[src/rtl/mul8_nibble_seq_if.sv]
// Operand/result handshake plus the shared 4x4 multiplier port of mul8_nibble_seq.
// The master side is the operand source, the result sink and the shared multiplier. The slave side is the sequencer.
interface mul8_nibble_seq_if;
  logic        in_valid;
  logic        in_ready;
  logic [7:0]  a;
  logic [7:0]  b;
  logic        acc_clr;
  logic        out_valid;
  logic        out_ready;
  logic [15:0] product;
  logic        busy;
  logic [3:0]  mul_m;
  logic [3:0]  mul_q;
  logic [7:0]  mul_p;

  modport master (
    output in_valid, a, b, acc_clr, out_ready, mul_p,
    input  in_ready, out_valid, product, busy, mul_m, mul_q
  );

  modport slave (
    input  in_valid, a, b, acc_clr, out_ready, mul_p,
    output in_ready, out_valid, product, busy, mul_m, mul_q
  );
endinterface

[src/rtl/mul8_nibble_seq.sv]
// Computes an 8x8->16 unsigned product over four cycles using one external 4x4 multiplier.
// Defining MUL_SEQ_ACC_EN turns on multiply-accumulate mode, in which acc_clr selects whether an accept clears the accumulator.
module mul8_nibble_seq (
  input  logic              clk,
  input  logic              rst_n,
  mul8_nibble_seq_if.slave  bus
);

  typedef enum logic [1:0] {
    IDLE = 2'd0,
    MUL  = 2'd1,
    DONE = 2'd2
  } state_t;

  state_t      state_reg, state_next;
  logic [1:0]  step_reg, step_next;
  logic [7:0]  a_reg, a_next;
  logic [7:0]  b_reg, b_next;
  logic [15:0] acc_reg, acc_next;
  logic [15:0] acc_start;
  logic [15:0] pp_shifted;
  logic [3:0]  mul_m, mul_q;
  logic [3:0]  a_nib [2];
  logic [3:0]  b_nib [2];

  generate
    for (genvar gi = 0; gi < 2; gi++) begin : g_nib
      assign a_nib[gi] = a_reg[4*gi +: 4];
      assign b_nib[gi] = b_reg[4*gi +: 4];
    end
  endgenerate

`ifdef MUL_SEQ_ACC_EN
  assign acc_start = bus.acc_clr ? 16'h0000 : acc_reg;
`else
  assign acc_start = 16'h0000;
`endif

  always_ff @(posedge clk) begin
    if (!rst_n) begin
      state_reg <= IDLE;
      step_reg  <= 2'd0;
      a_reg     <= 8'h00;
      b_reg     <= 8'h00;
      acc_reg   <= 16'h0000;
    end else begin
      state_reg <= state_next;
      step_reg  <= step_next;
      a_reg     <= a_next;
      b_reg     <= b_next;
      acc_reg   <= acc_next;
    end
  end

  always_comb begin
    state_next = state_reg;
    step_next  = step_reg;
    a_next     = a_reg;
    b_next     = b_reg;
    acc_next   = acc_reg;
    mul_m      = 4'h0;
    mul_q      = 4'h0;
    pp_shifted = 16'h0000;
    case (state_reg)
      IDLE: begin
        if (bus.in_valid) begin
          a_next     = bus.a;
          b_next     = bus.b;
          acc_next   = acc_start;
          step_next  = 2'd0;
          state_next = MUL;
        end
      end
      MUL: begin
        // step bit 0 picks the a nibble and step bit 1 picks the b nibble, so the shift is 4*(bit0+bit1)
        mul_m = a_nib[step_reg[0]];
        mul_q = b_nib[step_reg[1]];
        case (step_reg)
          2'd0:    pp_shifted = {8'h00, bus.mul_p};
          2'd3:    pp_shifted = {bus.mul_p, 8'h00};
          default: pp_shifted = {4'h0, bus.mul_p, 4'h0};
        endcase
        acc_next  = acc_reg + pp_shifted;
        step_next = step_reg + 2'd1;
        if (step_reg == 2'd3) begin
          state_next = DONE;
        end
      end
      DONE: begin
        if (bus.out_ready) begin
          state_next = IDLE;
        end
      end
      default: begin
        state_next = IDLE;
      end
    endcase
  end

  assign bus.mul_m     = mul_m;
  assign bus.mul_q     = mul_q;
  assign bus.in_ready  = (state_reg == IDLE);
  assign bus.busy      = (state_reg == MUL) || (state_reg == DONE);
  assign bus.out_valid = (state_reg == DONE);
  assign bus.product   = acc_reg;

endmodule
[src/flat_wrapper.sv]
// flat-port wrapper written by rule: the top's interface ports become plain ports
module mul8_nibble_seq_flat 
  (clk, rst_n, bus_in_valid, bus_a, bus_b, bus_acc_clr, bus_out_ready, bus_mul_p, bus_in_ready, bus_out_valid, bus_product, bus_busy, bus_mul_m, bus_mul_q);
  mul8_nibble_seq_if bus_i ();
  input  logic clk;
  input  logic rst_n;
  input wire logic [$bits(bus_i.in_valid)-1:0] bus_in_valid;
  input wire logic [$bits(bus_i.a)-1:0] bus_a;
  input wire logic [$bits(bus_i.b)-1:0] bus_b;
  input wire logic [$bits(bus_i.acc_clr)-1:0] bus_acc_clr;
  input wire logic [$bits(bus_i.out_ready)-1:0] bus_out_ready;
  input wire logic [$bits(bus_i.mul_p)-1:0] bus_mul_p;
  output wire logic [$bits(bus_i.in_ready)-1:0] bus_in_ready;
  output wire logic [$bits(bus_i.out_valid)-1:0] bus_out_valid;
  output wire logic [$bits(bus_i.product)-1:0] bus_product;
  output wire logic [$bits(bus_i.busy)-1:0] bus_busy;
  output wire logic [$bits(bus_i.mul_m)-1:0] bus_mul_m;
  output wire logic [$bits(bus_i.mul_q)-1:0] bus_mul_q;
  assign bus_i.in_valid = bus_in_valid;
  assign bus_i.a = bus_a;
  assign bus_i.b = bus_b;
  assign bus_i.acc_clr = bus_acc_clr;
  assign bus_i.out_ready = bus_out_ready;
  assign bus_i.mul_p = bus_mul_p;
  assign bus_in_ready = bus_i.in_ready;
  assign bus_out_valid = bus_i.out_valid;
  assign bus_product = bus_i.product;
  assign bus_busy = bus_i.busy;
  assign bus_mul_m = bus_i.mul_m;
  assign bus_mul_q = bus_i.mul_q;
  mul8_nibble_seq u_core (.clk(clk), .rst_n(rst_n), .bus(bus_i));
endmodule
[config.mk]
export PLATFORM = sky130hd
export DESIGN_NAME = mul8_nibble_seq_flat
export DESIGN_NICKNAME = d
export VERILOG_FILES = /design/src/rtl/mul8_nibble_seq_if.sv /design/src/rtl/mul8_nibble_seq.sv /design/src/flat_wrapper.sv
export SDC_FILE = /design/constraint.sdc
export NUM_CORES = 1
export LEC_CHECK = 0
export CORE_ASPECT_RATIO = 0.9
export CORE_UTILIZATION = 30
export CTS_CLUSTER_DIAMETER = 150
export DETAILED_ROUTE_END_ITERATION = 16
export GPL_ROUTABILITY_DRIVEN = 0
export MAX_ROUTING_LAYER = met4
export SLEW_MARGIN = 40
export SYNTH_ARGS = -nofsm -noshare
export SYNTH_HDL_FRONTEND = slang
export SYNTH_SLANG_ARGS = --single-unit
[constraint.sdc]
create_clock -name clk -period 8.6 [get_ports clk]
set_clock_uncertainty 0.1 [all_clocks]
set_input_delay 1.29 -clock clk [delete_from_list [all_inputs] [get_ports clk]]
set_output_delay 1.29 -clock clk [all_outputs]
set_load 0.01 [all_outputs]
==> out/qor.yml <==
cts_root_buffer: "clkbuf_8"
end_kind: "flop"
reg2reg_from: "u_core.step_reg[0]"
cts.sinks: 36
fin_tns_setup_ns: 0
synth_seq_cells: 36
dr.pass1.iters: 11
synthCells: 312
synth_nets: 364
crit_required_ns: 8.69
initialDrtViolationCount: 94
yosys.area.top_type: "dfxtp_1"
ys.flop_type: "dfxtp_1"
drive_gt1_share_pct: 4.46
highest_layer: "met4"
cts_resized: 0
async_flop_share_pct: 0
post_cts_buffers: 0
io_pins: 56
synth_top_area_share_pct: 28.7
largest_register_ffs: 16
synth_edf_count: 0
max_slew_margin_pct: 62.9
hold_path_startpoint: "u_core.b_reg[5]"
rsz0062_at_grt: "no"
layout.nets: 410
synth_commonest_cells: "63 x nand2_1, 36 x dfxtp_1, 22 x ha_1, 20 x o21ai_0, 17 x nor2b_1"
crit_type: "in -> reg"
coreArea_um2: 8070
r2r_slack_ns: 5.00
routed_via_density: 5.09
die_h_um: 88.7
area_growth_pct: 27.3
r2r-end: "u_core.bus.product[12]"
reg2reg_depth: 12
period_minus_slack_ns: 3.75
hp-class: "reg -> reg"
ant_nets: 0
grt_max_degree: 31
syn_area_um2: 2510
wl_met2_mm: 2.88
hold_viol: 0
place_area_um2: 3100
startpoint_type: "input pin"
vias: 2330
htreeDepth: 2
clk_latency_ns: 0.29
hold_buffers: 0
p_leak_nw: 1.18
worstPathMaxFanout: 6
place.port_buffers: 54
fmax_mhz: 267
seq_area_frac_synth_pct: 28.7
grt_pass1_vias: 2313
wire_per_inst_um: 14.0
clk_pin_slew_ns: 0.08
powerDensity_nw_per_um2: 143
yosysUniqueCellTypes: 49
grt_usage_pct: 16.2
post-route-period-util_pct: 43.6
worst_slew_pin_slew_ns: 0.546
die_w_um: 98.4
dr_wl_met3_um: 296
drt-met1-wl_mm: 3.15
peakVddDrop_mv: 0.0672
finalSetupViolCount: 0
violations: "design-rule violations"
holdPathEnd: "u_core.b_reg[5]"
dp_hpwl_mm: 4.86
cts_made_buffers: 5
grt_pass1_wl_mm: 10.9
drc: 2
cp_data_arrival_time_ns: 3.84
fp-row-count: 31
die-area_um2: 8730
grt_overflow: 0
start_util_pct: 31.1
slew_violations: 0
outcome: "finished with violations"
fillers: 838
fin_area_um2: 3190
drv_cap: 0
yosys-top-cells-area: "dfxtp_1 29%, ha_1 11%, nand2_1 9.4%, a21boi_0 4.5%, nor2b_1 4.2%"
synth.most_common_cell: "nand2_1"
cts_buffer_depth: 2
whs_path_depth: 2
syn_avg_cell_area_um2: 8.04
antenna_found_initial: 0
cts_tree: "done"
drt_wl_total_mm: 6.39
ys_warn_count: 0
insertedDiodeCount: 0
layout by cell type, fill, tap and decap left out, types with 2 or more instances in the layout:
cell,Yosys,final
inv_1,10,10
a211oi_1,3,3
nor2_1,7,7
mux2i_1,10,10
or3_1,6,6
a21oi_1,13,13
and2_1,11,11
and3_1,2,2
o211ai_1,2,2
nor3_1,4,4
nor2b_1,17,17
o21ai_0,20,20
dfxtp_1,36,36
a21boi_0,15,15
nand3_1,6,6
a32o_1,4,4
clkdlybuf4s50_1,0,53
a21o_1,4,4
a22oi_1,6,6
a22o_1,3,3
clkinvlp_4,0,2
xnor2_1,2,2
nand4_1,3,3
clkbuf_8,0,5
xor2_1,5,5
nand2_1,63,63
ha_1,22,22
o21a_1,2,2
area by class of cell:
cell class / count / area, um^2 / share of cell area [%]
multi-input combinational: 251 / 1680 / 52.7
sequential: 36 / 721 / 22.6
timing repair buffer: 54 / 536 / 16.8
tap: 99 / 124 / 3.88
clock buffer: 5 / 68.8 / 2.16
inverter: 10 / 37.5 / 1.18
clock inverter: 3 / 23.8 / 0.745
per-stage QoR:
step           total power [mW]  hold slack, ns  std cells  utilization, %  setup WS, ns
2_1_floorplan             0.287           0.335        312               -          5.37
3_3_place_gp              0.333           0.344        450            38.5          4.53
3_5_place_dp              0.334           0.357        450            38.4          4.55
4_1_cts                   0.466           0.369        458            39.6          4.87
5_1_grt                   0.489           0.397        458            39.6          4.68
6_report                  0.457           0.365        458            39.6          4.85
per-layer routing:
layer	global-route usage, %	vias up
li1	-	1203
met1	21.1	1059
met2	25.8	59
met3	2.92	9
met4	4.34	0
met5	-	-
where the power goes:
part           internal [mW]  total, mW  switching [mW]
combinational         0.0656      0.142          0.0764
sequential             0.178      0.187         0.00898
clock                 0.0575      0.128          0.0709
total                  0.301      0.457           0.156
cells by family (layout without fill, tap and decap cells):
kind of cell,Yosys count,count (layout),share of synthesized area [%]
and+or+nand+nor,122,122,23.0
AOI/OAI and AO/OA,88,88,25.3
adders and majority gates,23,23,11.8
muxes,11,11,4.54
buffers and inverters,25,72,4.19
xor gates and xnor gates,7,7,2.45
DFF,36,36,28.7
critical path: stages:
cell	delay (ns)
clkdlybuf4s50_1	0.52
and2_1	0.16
ha_1	0.19
inv_1	0.06
fa_1	0.40
nor2b_1	0.21
o2111ai_2	0.25
a211oi_1	0.35
o21ai_0	0.14
a32o_1	0.26
how the worst max path moves through the flow:
stage | start | to | slack, ns | cells past startpoint
final | bus_mul_p[0] | u_core.bus.product[12] | 4.85 | 10
after global routing | bus_mul_p[0] | u_core.bus.product[12] | 4.68 | 10
after CTS | bus_mul_p[0] | u_core.bus.product[12] | 4.87 | 10
after detailed placement | bus_mul_p[0] | u_core.bus.product[12] | 4.55 | 10
after global placement | bus_mul_p[0] | u_core.bus.product[12] | 4.53 | 10
after floorplan | bus_mul_p[5] | u_core.bus.product[14] | 5.37 | 8
Note: power is estimated with default switching activity, not from simulation.
